`src/rtl/reg_write_arbiter_pkg.sv`:
```
// reg_arb_pkg: shared defaults for the register write-port arbiter.
//   DEF_NUM_REQ / DEF_DATA_W / DEF_NUM_REGS / DEF_ADDR_W : default widths
//   ptr_w() : width of the round-robin pointer for a given requester count
package reg_arb_pkg;

  localparam int unsigned DEF_NUM_REQ  = 4;
  localparam int unsigned DEF_DATA_W   = 10;
  localparam int unsigned DEF_NUM_REGS = 8;
  localparam int unsigned DEF_ADDR_W   = 3;

  function automatic int unsigned ptr_w(input int unsigned n);
    return (n <= 2) ? 1 : $clog2(n);
  endfunction

endpackage

```
`src/rtl/reg_write_arbiter_rr_pick.sv`:
```
// rr_pick: combinational round-robin picker.
//   elig  : eligible requester vector
//   ptr   : index where the search starts (wraps N-1 -> 0)
//   win   : one-hot winner
//   valid : a winner exists
module rr_pick
  import reg_arb_pkg::*;
#(
  parameter int unsigned N  = DEF_NUM_REQ,
  parameter int unsigned PW = ptr_w(DEF_NUM_REQ)
) (
  input  logic [N-1:0]  elig,
  input  logic [PW-1:0] ptr,
  output logic [N-1:0]  win,
  output logic          valid
);

  int unsigned idx;

  always_comb begin
    win   = '0;
    valid = 1'b0;
    idx   = 0;
    for (int unsigned k = 0; k < N; k++) begin
      idx = (32'(ptr) + k) % N;
      if (!valid && elig[idx]) begin
        win[idx] = 1'b1;
        valid    = 1'b1;
      end
    end
  end

endmodule

```
`src/rtl/reg_write_arbiter.sv`:
```
// reg_write_arbiter: round-robin arbiter for the shared register write path.
//   clk, rst_n : clock (rising edge), asynchronous active-low reset
//   req        : per-requester level write request
//   req_addr   : packed addresses, requester i at [i*ADDR_W +: ADDR_W]
//   req_data   : packed data, requester i at [i*DATA_W +: DATA_W]
//   lock       : (REG_ARB_LOCK_EN only) keep the grant on the current winner
//   gnt        : registered one-hot grant
//   wr_en      : registered one-hot register write enable
//   wr_data    : registered shared write data (holds when idle)
//   addr_err   : granted address was >= NUM_REGS
//   busy       : some output strobe is active this cycle
// Optional feature macro: REG_ARB_LOCK_EN.
module reg_write_arbiter
  import reg_arb_pkg::*;
#(
  parameter int unsigned NUM_REQ  = DEF_NUM_REQ,
  parameter int unsigned DATA_W   = DEF_DATA_W,
  parameter int unsigned NUM_REGS = DEF_NUM_REGS,
  parameter int unsigned ADDR_W   = DEF_ADDR_W
) (
  input  logic                      clk,
  input  logic                      rst_n,
  input  logic [NUM_REQ-1:0]        req,
  input  logic [NUM_REQ*ADDR_W-1:0] req_addr,
  input  logic [NUM_REQ*DATA_W-1:0] req_data,
`ifdef REG_ARB_LOCK_EN
  input  logic [NUM_REQ-1:0]        lock,
`endif
  output logic [NUM_REQ-1:0]        gnt,
  output logic [NUM_REGS-1:0]       wr_en,
  output logic [DATA_W-1:0]         wr_data,
  output logic                      addr_err,
  output logic                      busy
);

  localparam int unsigned PW = ptr_w(NUM_REQ);

  logic [PW-1:0]      ptr;
  logic [PW-1:0]      ptr_next;
  logic [NUM_REQ-1:0] elig;
  logic [NUM_REQ-1:0] rr_win;
  logic               rr_valid;
  logic [NUM_REQ-1:0] sel;
  logic               sel_valid;
  logic               locked;
  logic [PW-1:0]      sel_idx;
  logic [ADDR_W-1:0]  sel_addr;
  logic [DATA_W-1:0]  sel_data;
  logic               addr_ok;
  logic [NUM_REGS-1:0] en_next;

  // A requester granted this cycle is masked so its still-high req is not
  // written twice. The registered gnt doubles as the lock state: a lock only
  // ever extends the requester currently holding the grant.
  assign elig = req & ~gnt;

  rr_pick #(
    .N  (NUM_REQ),
    .PW (PW)
  ) u_pick (
    .elig  (elig),
    .ptr   (ptr),
    .win   (rr_win),
    .valid (rr_valid)
  );

`ifdef REG_ARB_LOCK_EN
  logic [NUM_REQ-1:0] lock_hit;
  assign lock_hit = gnt & lock & req;
  assign locked   = |lock_hit;
  assign sel      = locked ? lock_hit : rr_win;
`else
  assign locked   = 1'b0;
  assign sel      = rr_win;
`endif
  assign sel_valid = locked | rr_valid;

  always_comb begin
    sel_idx  = '0;
    sel_addr = '0;
    sel_data = '0;
    for (int unsigned i = 0; i < NUM_REQ; i++) begin
      if (sel[i]) begin
        sel_idx  = PW'(i);
        sel_addr = req_addr[i*ADDR_W +: ADDR_W];
        sel_data = req_data[i*DATA_W +: DATA_W];
      end
    end
  end

  assign ptr_next = (32'(sel_idx) == NUM_REQ - 1) ? '0 : sel_idx + 1'b1;
  assign addr_ok  = (32'(sel_addr) < NUM_REGS);

  always_comb begin
    en_next = '0;
    for (int unsigned r = 0; r < NUM_REGS; r++) begin
      en_next[r] = sel_valid && addr_ok && (32'(sel_addr) == r);
    end
  end

  always_ff @(posedge clk or negedge rst_n) begin
    if (!rst_n) begin
      gnt      <= '0;
      wr_en    <= '0;
      wr_data  <= '0;
      addr_err <= 1'b0;
      busy     <= 1'b0;
      ptr      <= '0;
    end else begin
      gnt      <= sel;
      wr_en    <= en_next;
      addr_err <= sel_valid & ~addr_ok;
      busy     <= sel_valid;
      if (sel_valid) begin
        wr_data <= sel_data;
      end
      if (sel_valid && !locked) begin
        ptr <= ptr_next;
      end
    end
  end

endmodule

```
`config.mk`:
```
export PLATFORM = sky130hd
export DESIGN_NAME = reg_write_arbiter
export DESIGN_NICKNAME = d
export VERILOG_FILES = /design/src/rtl/reg_write_arbiter_pkg.sv /design/src/rtl/reg_write_arbiter_rr_pick.sv /design/src/rtl/reg_write_arbiter.sv
export SDC_FILE = /design/constraint.sdc
export NUM_CORES = 1
export LEC_CHECK = 0
export BUFFER_PORTS_ARGS = -buffer_cell sky130_fd_sc_hd__buf_2
export CAP_MARGIN = 40
export CORE_UTILIZATION = 39
export CTS_BUF_LIST = sky130_fd_sc_hd__clkbuf_16
export CTS_CLUSTER_DIAMETER = 50
export DETAILED_ROUTE_END_ITERATION = 16
export GPL_TIMING_DRIVEN = 0
export PLACE_DENSITY_LB_ADDON = 0.15
export SLEW_MARGIN = 20
export SYNTH_ARGS = -nofsm -noshare
export SYNTH_HDL_FRONTEND = slang
export SYNTH_HIERARCHICAL = 1
export SYNTH_SLANG_ARGS = --single-unit
```
`constraint.sdc`:
```
create_clock -name clk -period 3.8 [get_ports clk]
set_input_delay 0.19 -clock clk [delete_from_list [all_inputs] [get_ports clk]]
set_output_delay 0.19 -clock clk [all_outputs]
set_load 0.01 [all_outputs]
```
== Word-level counts from Yosys, hierarchy flattened ==
Index checks and enable logic that the tools add are counted.
Storage, ports and cells
  register bits after elaboration: 25
  bits in latches: 0
  RAM bits: 0
  memory bits (read-only): 0
  bits of input ports: 58
  output and inout bits: 24
  memories: 0
Cells by class
  $add $sub $neg: 4
  multipliers: 0
  divide/modulo/power cells: 0
  $lt $le $gt $ge: 8
  equal/unequal tests: 8
  shifts and indexed selects: 0
  multiplexer cells: 36
  bitwise operators: 5
  reductions and logical operators: 19
Operators by type and width (count)
  10-bit two-way mux: 4
  4-bit two-way mux: 4
  1-bit logical AND: 15
  1-bit two-way mux: 13
  3-bit == test (second input constant): 4
  2-bit by 3-bit less-than comparator with 1-bit output (second input constant): 4
  3-bit two-way mux: 4
  4-bit bitwise OR: 3
  1-bit binary-select mux with 2-bit select: 4
  1-bit demux with 2-bit select: 4
  2-bit by 1-bit >= comparator with 1-bit output (second input constant): 4
  3-bit by 2-bit == test with 1-bit output (second input constant): 2
  2-bit two-way mux: 3
  2-bit by 1-bit adder with 2-bit output (second input constant): 2
  2-bit adder (second input constant): 2
  4-bit AND: 1
  4-bit NOT: 1
  3-bit by 1-bit == test with 1-bit output (second input constant): 1
  1-bit logical NOT: 3
  3-bit logical NOT: 1
  2-bit == test (second input constant): 1

== Logic depth before layout (Yosys ltp) ==
Gate-level depths: netlist of the first run.
  word-level depth: 20
  depth in mapped cells: 13
  mapped depth without buffers: 10

== Cells and area by module ==
Netlist of the first run, hierarchy kept.
By module, submodules not included
  reg_write_arbiter: times used 1, cells each 130, area an instance 1275.0 um^2
  rr_pick: times used 1, cells each 62, area an instance 494.2 um^2

== Worst setup path after synthesis of the first run ==
OpenSTA, ideal clock, no wires.
  path type: register -> register
  start: register ptr[1]
  end: register wr_en[5]
  setup time: 0.135 ns
  arrival time: 2.848 ns
  required time: 3.665 ns
  path slack: 0.817 ns
  cell stages (with the launch flop): 14
  path buffers: 3
  cells stage by stage: dfrtp_1 -> clkbuf_1 -> inv_1 -> ha_1 -> mux2i_1 -> mux2_2 -> a211oi_1 -> o2bb2ai_1 -> buf_6 -> nor3b_2 -> buf_6 -> nand2_2 -> a32oi_1 -> nor3_1
On the way
  elaborated cells on any way between the ends: 54
RTL lines
  start: declaration: RTL line reg_write_arbiter.sv:38  | logic [PW-1:0] ptr;
  start signal: assignment: RTL line reg_write_arbiter.sv:118  | ptr <= ptr_next;
  branches (longest 11 deep; another with 2-bit by 3-bit less-than comparator with 1-bit output)
  4-bit two-way mux *: RTL line reg_write_arbiter_rr_pick.sv:26  | if (!valid && elig[idx]) begin
  named net rr_win[1]: RTL line reg_write_arbiter.sv:41  | logic [NUM_REQ-1:0] rr_win;
  3-bit two-way mux * (3 in series): RTL line reg_write_arbiter.sv:83  | if (sel[i]) begin
  3-bit == test *: RTL line reg_write_arbiter.sv:97  | en_next[r] = sel_valid && addr_ok && (32'(sel_addr) == r);
  1-bit logical AND *: RTL line reg_write_arbiter.sv:97
  named net en_next[5]: RTL line reg_write_arbiter.sv:50  | logic [NUM_REGS-1:0] en_next;
  end signal: assignment: RTL line reg_write_arbiter.sv:111  | wr_en <= en_next;
  end: declaration: RTL line reg_write_arbiter.sv:30  | output logic [NUM_REGS-1:0] wr_en,
Mark *: on every way through the listed nets, which the timed path passes. The select of a mux whose other input is x is not followed.
A chain may end at the register's enable or synchronous reset.

== Worst setup path in the final report of the first run ==
  start: register ptr[1]
  end: register wr_en[1]
On the way
  elaborated cells on any way between the ends: 54
RTL lines (RTL line)
  branches (longest 11 deep; another with 2-bit by 3-bit less-than comparator with 1-bit output)
  4-bit two-way mux *: reg_write_arbiter_rr_pick.sv:26
  named net rr_win[1]: reg_write_arbiter.sv:41
  3-bit two-way mux * (3 in series): reg_write_arbiter.sv:83
  3-bit by 1-bit == test with 1-bit output *: reg_write_arbiter.sv:97
  1-bit logical AND *: reg_write_arbiter.sv:97
  named net en_next[1]: reg_write_arbiter.sv:50
Marks and branches as above.

==> results of run 1 <==
[worst register-to-register path: stages, from the launching register on]
cell       delay (ps)
dfrtp_1           430
clkbuf_2          260
inv_1              90
ha_1              380
mux2i_1           210
mux2_2            360
a211oi_1          250
o2bb2ai_1         140
buf_6             160
nor3b_2           250
buf_6             190
nand2_2            70
a32oi_1           340
nor3_1            100
[cell usage after synthesis, drive strengths merged (5+ instances only)]
library cell	number
dfrtp	25
o21ai	14
nor2b	5
o22ai	16
and2	9
ha	6
nor3	9
mux2i	6
buf	9
inv	17
mux2	5
clkbuf	6
a222oi	8
nor2	9
nand2	10
[logic make-up (layout without fill, tap and decap cells)]
logic type	count (synthesis)	in the layout
adders and majority gates	6	6
AOI/OAI and AO/OA	60	60
muxes	12	12
and+or+nand+nor	56	56
DFF	25	25
other	1	1
buffers and inverters	32	117
[worst paths after layout]
| kind | end | slack (ps) | cells past startpoint |
|---|---|---|---|
| max | wr_en[1] | 450 | 13 |
| min | wr_data[7] | 210 | 3 |
| max reg2reg | wr_en[1] | 450 | 13 |
| min reg2reg | wr_data[5] | 520 | 2 |
| max in group asynchronous | wr_data[4] | 2980 | 2 |
| min in group asynchronous | wr_en[6] | 460 | 2 |
[layer usage]
layer	global-route usage [%]	wire (um)	vias up
li1	-	-	878
met1	26.4	2130	841
met2	32.8	2160	70
met3	4.07	278	2
met4	1.59	13	0
met5	0	0	-
[cell type report]
type / count / area share [%]
plain buffers: 15 / 4.25
clock buffers: 3 / 3.23
clock inverters: 1 / 0.215
inverters: 17 / 2.74
multi-input cells: 135 / 42.3
flip-flops and latches: 25 / 26.9
well taps: 52 / 2.80
repair buffers: 81 / 17.6
[power by group through the flow]
stage	logic, uW	clock network (uW)	registers, uW
final	1990	229	453
after global routing	2210	247	467
after CTS	1980	233	455
after detailed placement	1980	0	458
after global placement	1950	0	457
after floorplan	1470	0	502
[through the flow]
| stage | std cells | util (%) |
|---|---|---|
| detailed placement | 324 | 51.3 |
| global route | 329 | 53.4 |
| finish | 329 | 53.4 |
| floorplan | 192 | - |
| CTS | 329 | 53.4 |
| global placement | 324 | 51.3 |
[repair_timing]
item	in CTS	in global routing
endpoints found under the hold margin	25	0
endpoints found under the setup margin	0	4
hold buffers	1	0
gates resized for setup	0	4
[state kept, by name (all words and copies together), names as in the netlist]
| signal | cells |
|---|---|
| busy | 1 |
| gnt | 4 |
| ptr | 2 |
| wr_data | 10 |
| wr_en | 8 |
==> flow_metrics.py, run 1 <==
metrics = {
    "cells_and_area": {
        "multi_input_area_um2": 983,
        "drive_gt1_share_pct": 39.7,
        "regArea_um2": 626,
        "final_common_cell": "buf_2",
        "syn_to_final_growth_pct": 31.5,
        "final_cell_area_mm2": 0.00233,
        "num_antenna_cells": 0,
        "mostFrequentLayoutCells": "buf_2, dfrtp_1, inv_1, o22ai_1, o21ai_0",
        "nFillCells": 411,
        "fin_nets": 342,
    },
    "setup_path": {
        "worstPathCellList": "clkbuf_2 > inv_1 > ha_1 > mux2i_1 > mux2_2 > a211oi_1 > o2bb2ai_1 > buf_6 > nor3b_2 > buf_6 > nand2_2 > a32oi_1 > nor3_1",
        "crit_start": "ptr[1]",
        "crit_path_end_kind": "flop",
        "worstSetupPathType": "flop to flop",
        "cp.arrival_ps": 3470,
        "crit_buf_inv": 4,
        "worstPathRequired_ps": 3920,
        "critPathTopFamily": "compound AO/OA/AOI/OAI gates",
        "cp_slowest_cell": "dfrtp_1",
        "slowest_delay_ps": 430,
        "cp_common_cell": "buf_6",
        "cp-start-kind": "flop",
        "critPathMaxFanout": 10,
        "r2r_start": "ptr[1]",
    },
    "timing": {
        "relSlewSlack_pct": 63.0,
        "tns_ps": 0,
        "hold_viol": 0,
        "period_share_pct": 88.1,
        "worst_slew_pin_slew_ps": 555,
        "setup_violations": 0,
        "fmax_mhz": 299,
        "setup_slack_ps": 453,
        "finClkSkew_ps": 3.54,
        "slew_viol_final": 0,
        "timing.final.crit_period_ps": 3350,
        "whs_ps": 208,
        "rsz0062_at_grt": "no",
    },
    "yosys": {
        "synth_seq_cells": 25,
        "synthTopCellsByArea": "dfrtp_1, o22ai_1, a222oi_1",
        "ys.warnings.count": 6,
        "synth_top_family_by_area": "compound AO/OA/AOI/OAI gates",
        "synthesis.area_mm2": 0.00177,
        "ys.flop_type": "dfrtp_1",
        "synth_xor_area_share_pct": 0,
        "synth_edf_count": 0,
        "synth_compound_area_share_pct": 25.3,
        "ys_seq_area_share_pct": 35.4,
        "synth_cells": 192,
        "synth_mux_area_share_pct": 7.85,
        "ys_types": 41,
        "synth_fa_ha_area_share_pct": 4.24,
        "synth_top_cell_area_share_pct": 35.4,
        "synthSimpleGateAreaFrac_pct": 18.0,
        "synth.net_count": 256,
        "syn_area_per_cell_um2": 9.21,
        "synth_area_leader_cell": "dfrtp_1",
        "async_reset_ff_share_pct": 100,
    },
    "cts": {
        "h-tree-depth": 1,
        "cts_max_path_buffers": 2,
        "clk-insertion-delay-late_ps": 250,
        "cts_sinks": 25,
        "cts_root_buf": "clkbuf_16",
        "cts.clk_slew.worst_paths_ps": 60,
        "numCtsBuffers": 3,
        "cts_tree": "yes",
        "cts_setup_buffers": 0,
    },
    "global_routing": {
        "grt_antenna_before_repair": 0,
        "grt_pass1_vias": 1652,
        "grt_max_degree": 26,
        "grt.overflow.total": 0,
        "grt_first_pass_wirelength_um": 7650,
        "grt.total_usage_pct": 19.3,
    },
    "worst_hold_path": {
        "holdCritStartpoint": "req_data[37]",
        "hp-class": "input port to flop",
    },
    "drt": {
        "post_drt_wl_per_cell_um": 13.9,
        "vias": 1791,
        "viasPerCell": 5.44,
        "drc": 0,
        "ant_nets": 0,
        "wl_um": 4580,
        "first_pass_iters": 7,
        "drt_iter0_markers": 114,
    },
    "placement": {
        "dp_hpwl_um": 3490,
        "placed_area_mm2": 0.00223,
        "pre_cts_ws_ps": 259,
        "io_buffers": 80,
        "gp_congestion": 0.848,
    },
    "power": {
        "p_leak_uw": 0.00115,
        "power.density_mw_per_mm2": 1150,
        "p_seq_share_pct": 16.9,
        "p_switching_uw": 1260,
        "clkPwrFrac_pct": 8.6,
        "pwr-share-comb_pct": 74.5,
        "switching_share_pct": 47.2,
        "peakVddDrop_mv": 0.606,
        "power.total_uw": 2670,
        "p_int_uw": 1410,
    },
    "floorplanning": {
        "io_pins": 82,
        "die_y_um": 69.4,
        "core_region_area_mm2": 0.00435,
        "dieWidth_um": 69.4,
        "dieArea_mm2": 0.00481,
        "initial_core_util_pct": 40.6,
        "rows": 24,
    },
    "status": {
        "status": "completed",
    },
    "run": {
        "drv_cap": 0,
    },
}
Note: power is estimated with default switching activity, not from simulation.
==> run 2, diff against run 1 <==
- SETUP_SLACK_MARGIN: default -> 0.5
- SYNTH_HIERARCHICAL: 1 -> default
==> run 2 against run 1 <==
Effect of this change: via count is 1.9% lower; sequential power is essentially flat; global-route usage increased by 1.7 points; register-to-register slack improved by 240 ps; first-iteration DRC count decreased by 18%; clock skew is essentially flat; worst setup slack better by 240 ps; total power decreased by 13%; area after synthesis down 2.1%.
==> flow_metrics.py, run 2 <==
metrics = {
    "cts": {
        "h-tree-depth": 1,
        "cts_sinks": 25,
        "numCtsBuffers": 3,
        "cts_tree": "yes",
        "cts_root_buf": "clkbuf_16",
        "clk-insertion-delay-late_ps": 250,
        "cts_max_path_buffers": 2,
        "cts.clk_slew.worst_paths_ps": 60,
    },
    "timing": {
        "finClkSkew_ps": 3.43,
        "rsz0062_at_grt": "no",
        "hold_viol": 0,
        "whs_ps": 165,
        "slew_viol_final": 0,
        "tns_ps": 0,
        "worst_slew_pin_slew_ps": 544,
        "timing.final.crit_period_ps": 3110,
        "period_share_pct": 81.7,
        "setup_violations": 0,
        "fmax_mhz": 322,
        "relSlewSlack_pct": 63.7,
    },
    "setup_path": {
        "worstPathRequired_ps": 3940,
        "crit-reg2reg-capture": "wr_data[7]",
        "cp_slowest_cell": "or3_4",
        "rrSetupSlack_ps": 690,
        "cp-start-kind": "flop",
        "crit_path_end_kind": "flop",
        "worstSetupPathType": "flop to flop",
        "r2r_start": "ptr[0]",
        "slowest_delay_ps": 430,
        "cp.arrival_ps": 3240,
        "worstPathCellList": "buf_6 > inv_2 > ha_1 > or3_4 > a2111oi_4 > o21ai_0 > and4_1 > buf_2 > clkbuf_2 > o21ai_0 > a31oi_1 > a221o_1",
        "critPathMaxFanout": 10,
        "reg2reg_depth": 12,
        "cp_common_cell": "o21ai_0",
    },
    "yosys": {
        "synth_area_leader_cell": "dfrtp_1",
        "synth_edf_count": 0,
        "ys_types": 48,
        "ys.warnings.count": 0,
        "synthTopCellsByArea": "dfrtp_1, a221o_1, ha_1",
        "synth_cells": 180,
        "syn_area_per_cell_um2": 9.62,
        "synth_fa_ha_area_share_pct": 5.06,
        "synth_seq_cells": 25,
        "synth_top_cell_area_share_pct": 36.1,
        "synthesis.area_mm2": 0.00173,
        "synth.net_count": 245,
        "synthSimpleGateAreaFrac_pct": 21.7,
        "yosysMostFrequentCell": "dfrtp_1",
        "yosys-top-cells-count": "dfrtp_1, nand2_1, o21ai_0",
        "synth_top_family_by_area": "compound AO/OA/AOI/OAI gates",
        "synth_compound_area_share_pct": 27.8,
        "synth_mux_area_share_pct": 2.60,
        "ys_seq_area_share_pct": 36.1,
        "ys.flop_type": "dfrtp_1",
        "async_reset_ff_share_pct": 100,
        "synth_xor_area_share_pct": 0,
    },
    "placement": {
        "io_buffers": 80,
        "dp_hpwl_um": 3570,
        "gp_congestion": 0.857,
    },
    "cells_and_area": {
        "mostFrequentLayoutCells": "buf_2, dfrtp_1, nand2_1, nand3_1, a31oi_1",
        "num_antenna_cells": 0,
        "regMostFlops": "wr_data",
        "nFillCells": 402,
        "syn_to_final_growth_pct": 34.4,
        "largest_register_ffs": 10,
        "final_common_cell": "buf_2",
        "drive_gt1_share_pct": 44.0,
        "fin_nets": 332,
        "largest_registers": "wr_data x10, wr_en x8, gnt x4",
        "final_util_pct": 56.2,
    },
    "global_routing": {
        "grt_pass1_vias": 1672,
        "grt.total_usage_pct": 21.1,
        "grt_first_pass_wirelength_um": 7390,
        "grt_max_degree": 26,
        "grt_antenna_before_repair": 0,
        "grt.overflow.total": 0,
    },
    "drt": {
        "vias": 1757,
        "viasPerCell": 5.56,
        "wl_um": 4600,
        "ant_nets": 0,
        "drc": 0,
        "post_drt_wl_per_cell_um": 14.6,
        "first_pass_iters": 4,
        "drt_iter0_markers": 94,
    },
    "worst_hold_path": {
        "hp-class": "input port to flop",
        "holdCritStartpoint": "req_data[34]",
        "holdPathEnd": "wr_data[4]",
        "min_path_cells": 2,
    },
    "floorplanning": {
        "die_y_um": 68.6,
        "initial_core_util_pct": 41.8,
        "rows": 23,
        "dieArea_mm2": 0.00471,
        "core_region_area_mm2": 0.00414,
        "io_pins": 82,
        "dieWidth_um": 68.6,
    },
    "power": {
        "pwr-share-comb_pct": 70.9,
        "p_switching_uw": 1080,
        "clkPwrFrac_pct": 9.6,
        "power.density_mw_per_mm2": 997,
        "switching_share_pct": 46.6,
        "p_seq_share_pct": 19.5,
        "peakVddDrop_mv": 0.403,
        "p_int_uw": 1240,
        "p_leak_uw": 0.00111,
    },
    "run": {
        "drv_cap": 0,
    },
    "status": {
        "status": "completed",
    },
}
run 2: worst max-delay path, delay by kind of cell, from the launching register on:
family / cells / cell delay [ps]
AO/OA/AOI/OAI: 5 / 930
adder cells (fa/ha/maj): 1 / 370
buffers and inverters: 4 / 630
flip-flops: 1 / 410
AND/OR/NAND/NOR: 2 / 640
run 2: area by class of cell:
type	instances	area, um^2	share of cell area [%]
buffer	13	83.8	3.60
inverter	8	35.0	1.51
sequential	25	626	26.9
clock buffer	3	75.1	3.23
multi-input combinational	134	1020	44.0
tap	50	62.6	2.69
timing repair buffer	82	418	18.0
clock inverter	1	3.75	0.161
run 2: power groups by stage:
stage                     sequential (uW)  combinational [uW]  clock (uW)
after detailed placement              452                1610           0
after global placement                455                1590           0
final                                 451                1640         224
after global routing                  462                1830         244
after CTS                             451                1610         233
after floorplan                       490                1190           0
run 2: worst max-delay path by stage:
| stage | from | endpoint | slack (ps) | cells past startpoint |
|---|---|---|---|---|
| after detailed placement | ptr[0] | wr_data[7] | 600 | 12 |
| after global routing | ptr[0] | wr_data[1] | 520 | 12 |
| after global placement | ptr[0] | wr_data[7] | 600 | 12 |
| after floorplan | ptr[0] | wr_data[0] | 950 | 12 |
| final | ptr[0] | wr_data[7] | 690 | 12 |
| after CTS | ptr[0] | wr_data[7] | 580 | 12 |
run 2: cells by family (layout without fill, tap and decap cells):
| group | Yosys count | count (layout) |
|---|---|---|
| AO/OA/AOI/OAI | 60 | 60 |
| adder cells (fa/ha/maj) | 7 | 7 |
| multiplexers | 2 | 2 |
| flip-flops | 25 | 25 |
| buffers and inverters | 21 | 107 |
| AND/OR/NAND/NOR | 64 | 64 |
| other | 1 | 1 |
run 2: metal layers:
metal / up-vias / part of all wire [%] / track usage, %
li1: 854 / - / -
met3: 2 / 7.1 / 5.26
met5: - / 0 / 0
met2: 74 / 47 / 35.7
met4: 0 / 0.41 / 3.39
met1: 827 / 46 / 27.4
run 2: timing repair:
item / in CTS / in global routing
setup endpoints to repair: 0 / 16
hold buffers: 1 / 0
setup buffers: 0 / 1
gates resized for setup: 0 / 13
hold endpoints to repair: 25 / 0
run 2: stage by stage:
step / area (um^2) / total power, uW / setup WS [ps] / std cells
after floorplan: 1730 / 1680 / 954 / 180
after global placement: 2190 / 2040 / 601 / 310
after detailed placement: 2190 / 2060 / 599 / 310
after CTS: 2280 / 2290 / 582 / 315
after global routing: 2330 / 2540 / 518 / 316
final: 2330 / 2320 / 695 / 316
